[src/rtl/iccm_boot_loader_pkg.sv]
// Shared types and constants for the UART-to-ICCM boot loader.
package boot_pkg;

  typedef enum logic [2:0] {
    IDLE,
    LEN_LO,
    LEN_HI,
    DATA,
    CSUM
  } boot_state_e;

  localparam logic [7:0] BOOT_SYNC_DEFAULT = 8'hA5;

  // Width of a counter that must be able to hold the value 'cycles'.
  function automatic int unsigned timeout_width(input int unsigned cycles);
    int unsigned w;
    w = $clog2(cycles + 1);
    return (w < 1) ? 1 : w;
  endfunction

endpackage

[src/rtl/iccm_boot_loader_packer.sv]
// Packs little-endian payload bytes into 32-bit words; word strobe is combinational with the 4th byte.
module boot_word_packer (
  input  logic        clock,
  input  logic        reset,
  input  logic        clear,
  input  logic        byte_dv,
  input  logic [7:0]  byte_in,
  output logic        word_valid,
  output logic [31:0] word
);

  logic [1:0]  byte_idx;
  logic [31:0] shreg;

  always_ff @(posedge clock or posedge reset) begin
    if (reset) begin
      byte_idx <= '0;
      shreg    <= '0;
    end else if (clear) begin
      byte_idx <= '0;
      shreg    <= '0;
    end else if (byte_dv) begin
      byte_idx <= byte_idx + 2'd1;
      shreg    <= {byte_in, shreg[31:8]};
    end
  end

  // Newest byte lands in the top lane, so after four bytes lane 0 holds the first one.
  assign word       = {byte_in, shreg[31:8]};
  assign word_valid = byte_dv && (byte_idx == 2'd3);

endmodule

[src/rtl/iccm_boot_loader.sv]
// Framed UART boot loader: sync, 16-bit word count, payload, checksum -> ICCM word writes.
module iccm_boot_loader
  import boot_pkg::*;
#(
  parameter int unsigned AddrW         = 12,
  parameter logic [7:0]  SyncByte      = BOOT_SYNC_DEFAULT,
  parameter int unsigned TimeoutCycles = 100000
) (
  input  logic             clock,
  input  logic             reset,
  input  logic             rx_dv_i,
  input  logic [7:0]       rx_byte_i,
  output logic             we_o,
  output logic [AddrW-1:0] addr_o,
  output logic [31:0]      wdata_o,
  output logic             core_hold_o,
  output logic             done_o,
  output logic             err_o
);

  localparam int unsigned         TimeoutW   = timeout_width(TimeoutCycles);
  localparam logic [TimeoutW-1:0] TimeoutMax = TimeoutW'(TimeoutCycles);
  localparam logic [31:0]         MaxWords   = 32'(1) << AddrW;

  boot_state_e         state;
  logic [7:0]          len_lo;
  logic [15:0]         len_full;
  logic [15:0]         remaining;
  logic [7:0]          csum;
  logic [AddrW-1:0]    addr_cnt;
  logic [TimeoutW-1:0] tcnt;

  logic        sync_seen;
  logic        pk_dv;
  logic        pk_valid;
  logic [31:0] pk_word;

  assign len_full  = {rx_byte_i, len_lo};
  assign sync_seen = rx_dv_i && (state == IDLE) && (rx_byte_i == SyncByte);
  assign pk_dv     = rx_dv_i && (state == DATA);

  boot_word_packer u_packer (
    .clock      (clock),
    .reset      (reset),
    .clear      (sync_seen),
    .byte_dv    (pk_dv),
    .byte_in    (rx_byte_i),
    .word_valid (pk_valid),
    .word       (pk_word)
  );

  always_ff @(posedge clock or posedge reset) begin
    if (reset) begin
      state       <= IDLE;
      len_lo      <= '0;
      remaining   <= '0;
      csum        <= '0;
      addr_cnt    <= '0;
      tcnt        <= '0;
      we_o        <= 1'b0;
      addr_o      <= '0;
      wdata_o     <= '0;
      core_hold_o <= 1'b0;
      done_o      <= 1'b0;
      err_o       <= 1'b0;
    end else begin
      we_o   <= 1'b0;
      done_o <= 1'b0;

      // Timeout only acts on idle cycles, so it never competes with byte handling below.
      if (state != IDLE) begin
        if (rx_dv_i) begin
          tcnt <= '0;
        end else if (tcnt == TimeoutMax - TimeoutW'(1)) begin
          tcnt  <= '0;
          err_o <= 1'b1;
          state <= IDLE;
        end else begin
          tcnt <= tcnt + TimeoutW'(1);
        end
      end

      if (rx_dv_i) begin
        unique case (state)
          IDLE: begin
            if (rx_byte_i == SyncByte) begin
              state       <= LEN_LO;
              core_hold_o <= 1'b1;
              err_o       <= 1'b0;
              addr_cnt    <= '0;
              csum        <= '0;
              tcnt        <= '0;
            end
          end
          LEN_LO: begin
            len_lo <= rx_byte_i;
            state  <= LEN_HI;
          end
          LEN_HI: begin
            if ({16'd0, len_full} > MaxWords) begin
              err_o <= 1'b1;
              state <= IDLE;
            end else if (len_full == 16'd0) begin
              state <= CSUM;
            end else begin
              remaining <= len_full;
              state     <= DATA;
            end
          end
          DATA: begin
            csum <= csum + rx_byte_i;
            if (pk_valid) begin
              we_o      <= 1'b1;
              addr_o    <= addr_cnt;
              wdata_o   <= pk_word;
              addr_cnt  <= addr_cnt + AddrW'(1);
              remaining <= remaining - 16'd1;
              if (remaining == 16'd1) state <= CSUM;
            end
          end
          CSUM: begin
            if (rx_byte_i == csum) begin
              done_o      <= 1'b1;
              core_hold_o <= 1'b0;
            end else begin
              err_o <= 1'b1;
            end
            state <= IDLE;
          end
          default: state <= IDLE;
        endcase
      end
    end
  end

endmodule
[config.mk]
export PLATFORM = sky130hd
export DESIGN_NAME = iccm_boot_loader
export DESIGN_NICKNAME = d
export VERILOG_FILES = /design/src/rtl/iccm_boot_loader_pkg.sv /design/src/rtl/iccm_boot_loader_packer.sv /design/src/rtl/iccm_boot_loader.sv
export SDC_FILE = /design/constraint.sdc
export NUM_CORES = 1
export LEC_CHECK = 0
export BUFFER_PORTS_ARGS = -buffer_cell sky130_fd_sc_hd__buf_2
export CORE_AREA = 2 2 126 103
export DETAILED_ROUTE_END_ITERATION = 8
export DIE_AREA = 0 0 128 105
export HOLD_SLACK_MARGIN = 0.02
export PLACE_DENSITY = 0.78
export SLEW_MARGIN = 20
export SYNTH_ARGS = -nofsm -noshare
export SYNTH_HDL_FRONTEND = slang
export SYNTH_SLANG_ARGS = --single-unit
[constraint.sdc]
create_clock -name clock -period 4.6 [get_ports clock]
set_input_delay 0.92 -clock clock [delete_from_list [all_inputs] [get_ports clock]]
set_output_delay 0.92 -clock clock [all_outputs]
set_load 0.03 [all_outputs]
==> out/results.ini <==
[sta]
skew_ns=0.00763
slew_violations=0
post-route-period-util_pct=55.6
hold_violations=0
hold_slack_ns=0.470
setup_violations=0
period_minus_slack_ns=2.56
tns_ns=0
slew_headroom_pct=31.4
fmax_mhz=391
grt_setup_unrepaired=false
tightest_slew_ns=1.03

[place]
gp_congestion=0.900
port_buffers=58
dp_hpwl_um=9750

[logic_synthesis]
synthArstFlopShare_pct=100
synth_top_area_share_pct=53.6
avgSynthCellArea_um2=9.30
synth_edf_count=0
ys_seq_elements=138
yosysUniqueCellTypes=53
synthesis.area_mm2=0.00645
synth_flop_cell=dfrtp_1
yosys-top-cells-area=dfrtp_1, nand2_1, o21ai_0
synth_nets=717
yosysSeqAreaShare_pct=53.6
ys.warnings.count=0
synth.largest_area_cell=dfrtp_1
synth_cells=693

[finish]
layout_common_cells=nand2_1, dfrtp_1, o21ai_0
final_common_cell=nand2_1
n_fill_cell=994
multi_input_area_mm2=0.00278
final_layout_size_suffix_gt1_share_pct=15.3
seqCellArea_mm2=0.00345
diodes=0
fin_nets=768
areaGrowthSynthToFinish_pct=14.8

[critical_path]
worstSetupStartpointType=primary input
critPathMaxFanout=30
rr_endpoint=remaining[14]
timing.reg2reg.setup_slack_ns=2.09
crit_path_start=rx_dv_i
crit_arrival_ns=2.85
cp-end-kind=register
reg2regPathDepth=8
r2r_start=remaining[0]
required_ns=4.90
worstSetupPathType=in2reg

[global_routing]
antenna_found_initial=0
grt_pass1_vias=5160
grt_max_degree=112
grt_pass1_wl_um=25600
overflow=0
grt_use_total_pct=23.6

[clocking]
clk_latency_ns=0.42
postCtsSetupBuffers=0
clk_pin_slew_worst_paths_ns=0.06
ctsHoldBuffers=0
cts_resized=0
cts_tree=yes
htree_levels=4
clock_path_buffers=2
cts_buffers=17
cts.sinks=138
ctsRootBufferMaster=clkbuf_16

[min_path]
hp-start=addr_o[5]
holdCritPathClass=reg2reg
whs_path_depth=2
hold_end=addr_o[5]

[detailed_routing]
ant_nets=0
wire_per_inst_um=16.7
drc=0
drtIter0Drc=630
via_count=5477
vias_per_cell=6.03
first_pass_iters=6
wl_um=15200

[job]
cap_violations=0

[floorplan]
die_x_um=128
io_pins=59
die_h_um=105
die-area_mm2=0.0134
coreArea_mm2=0.0121
num_rows=36
initial_core_util_pct=53.4

[outcome]
outcome=finished, final reports clean

[pwr]
cellLeakagePower_nw=3.70
powerDensity_mw_per_mm2=392
vdd_ir_drop_max_uv=324

worst max-delay path: stages:
cell and delay (ns):
buf_2 0.17, nand2b_1 0.16, nor2_2 0.06, buf_4 0.23
nand2_2 0.11, inv_1 0.06, o22ai_1 0.79, o21ai_0 0.22
o41ai_1 0.11
power by group:
| group | switching [mW] | internal (mW) | leakage, nW |
|---|---|---|---|
| Combinational | 0.162 | 0.0901 | 1.54 |
| Sequential | 0.0637 | 1.26 | 1.89 |
| Clock | 0.567 | 0.763 | 0.269 |
stage by stage:
step | util [%] | setup slack (ns) | cells | area, um2 | power [mW]
global placement | 56.5 | 1.80 | 877 | 6820 | 1.58
global route | 61.3 | 1.88 | 909 | 7400 | 3.01
floorplan | - | 1.96 | 693 | 6450 | 1.51
CTS | 61.3 | 2.10 | 909 | 7400 | 2.92
finish | 61.3 | 2.04 | 909 | 7400 | 2.91
detailed placement | 56.5 | 1.70 | 877 | 6820 | 1.59
flip-flops by register name, summed over array words and instances (netlist names):
| name | flops |
|---|---|
| wdata_o | 32 |
| u_packer.shreg | 24 |
| tcnt | 17 |
| remaining | 16 |
| addr_cnt | 12 |
| addr_o | 12 |
| csum | 8 |
| len_lo | 8 |
| state | 3 |
| u_packer.byte_idx | 2 |
| core_hold_o | 1 |
| done_o | 1 |
| err_o | 1 |
| we_o | 1 |
synth_stat cells, drive strengths merged (3+ instances only):
master  count
a31oi      11
xnor2       5
a21oi      22
dfrtp     138
and3        5
or3         4
buf        16
nand3      19
nand2     182
a21o        5
inv         9
mux2        8
o22ai       4
o31ai      11
nand4       9
nor4       11
o21ai      69
a22o       28
nor2       53
nor3       13
ha         12
clkbuf     18
o211ai      3
nand2b      4
xor2        3
worst max-delay path by stage:
stage	depth (start not counted)	endpoint
2_1_floorplan	1	addr_cnt[0]
5_1_grt	9	addr_cnt[4]
3_5_place_dp	8	csum[7]
3_3_place_gp	8	csum[7]
6_report	9	addr_cnt[6]
4_1_cts	8	csum[7]
cell families (layout without fill, tap and decap cells):
logic type	after synthesis	after routing	synth area share (%)
adder cells (fa/ha/maj)	13	13	2.64
XOR/XNOR	8	8	1.09
flip-flops	138	138	53.6
AO/OA/AOI/OAI	167	167	16.3
AND/OR/NAND/NOR	316	316	21.6
buffers and inverters	43	107	3.40
multiplexers	8	8	1.40
area by class of cell:
class | count | area share [%]
Clock buffer | 17 | 5.75
Clock inverter | 15 | 2.08
Inverter | 9 | 0.507
Tap cell | 152 | 2.57
Multi-Input combinational cell | 512 | 37.6
Sequential cell | 138 | 46.6
Timing Repair Buffer | 66 | 4.90
per-layer routing:
layer | up-vias | global-route usage [%] | wire length, um
met5 | - | 0 | 0
met4 | 0 | 7.46 | 179
met3 | 18 | 6.09 | 1200
met2 | 253 | 35.0 | 6960
met1 | 2660 | 34.1 | 6830
li1 | 2546 | - | -
(Power assumes the default switching activity.)
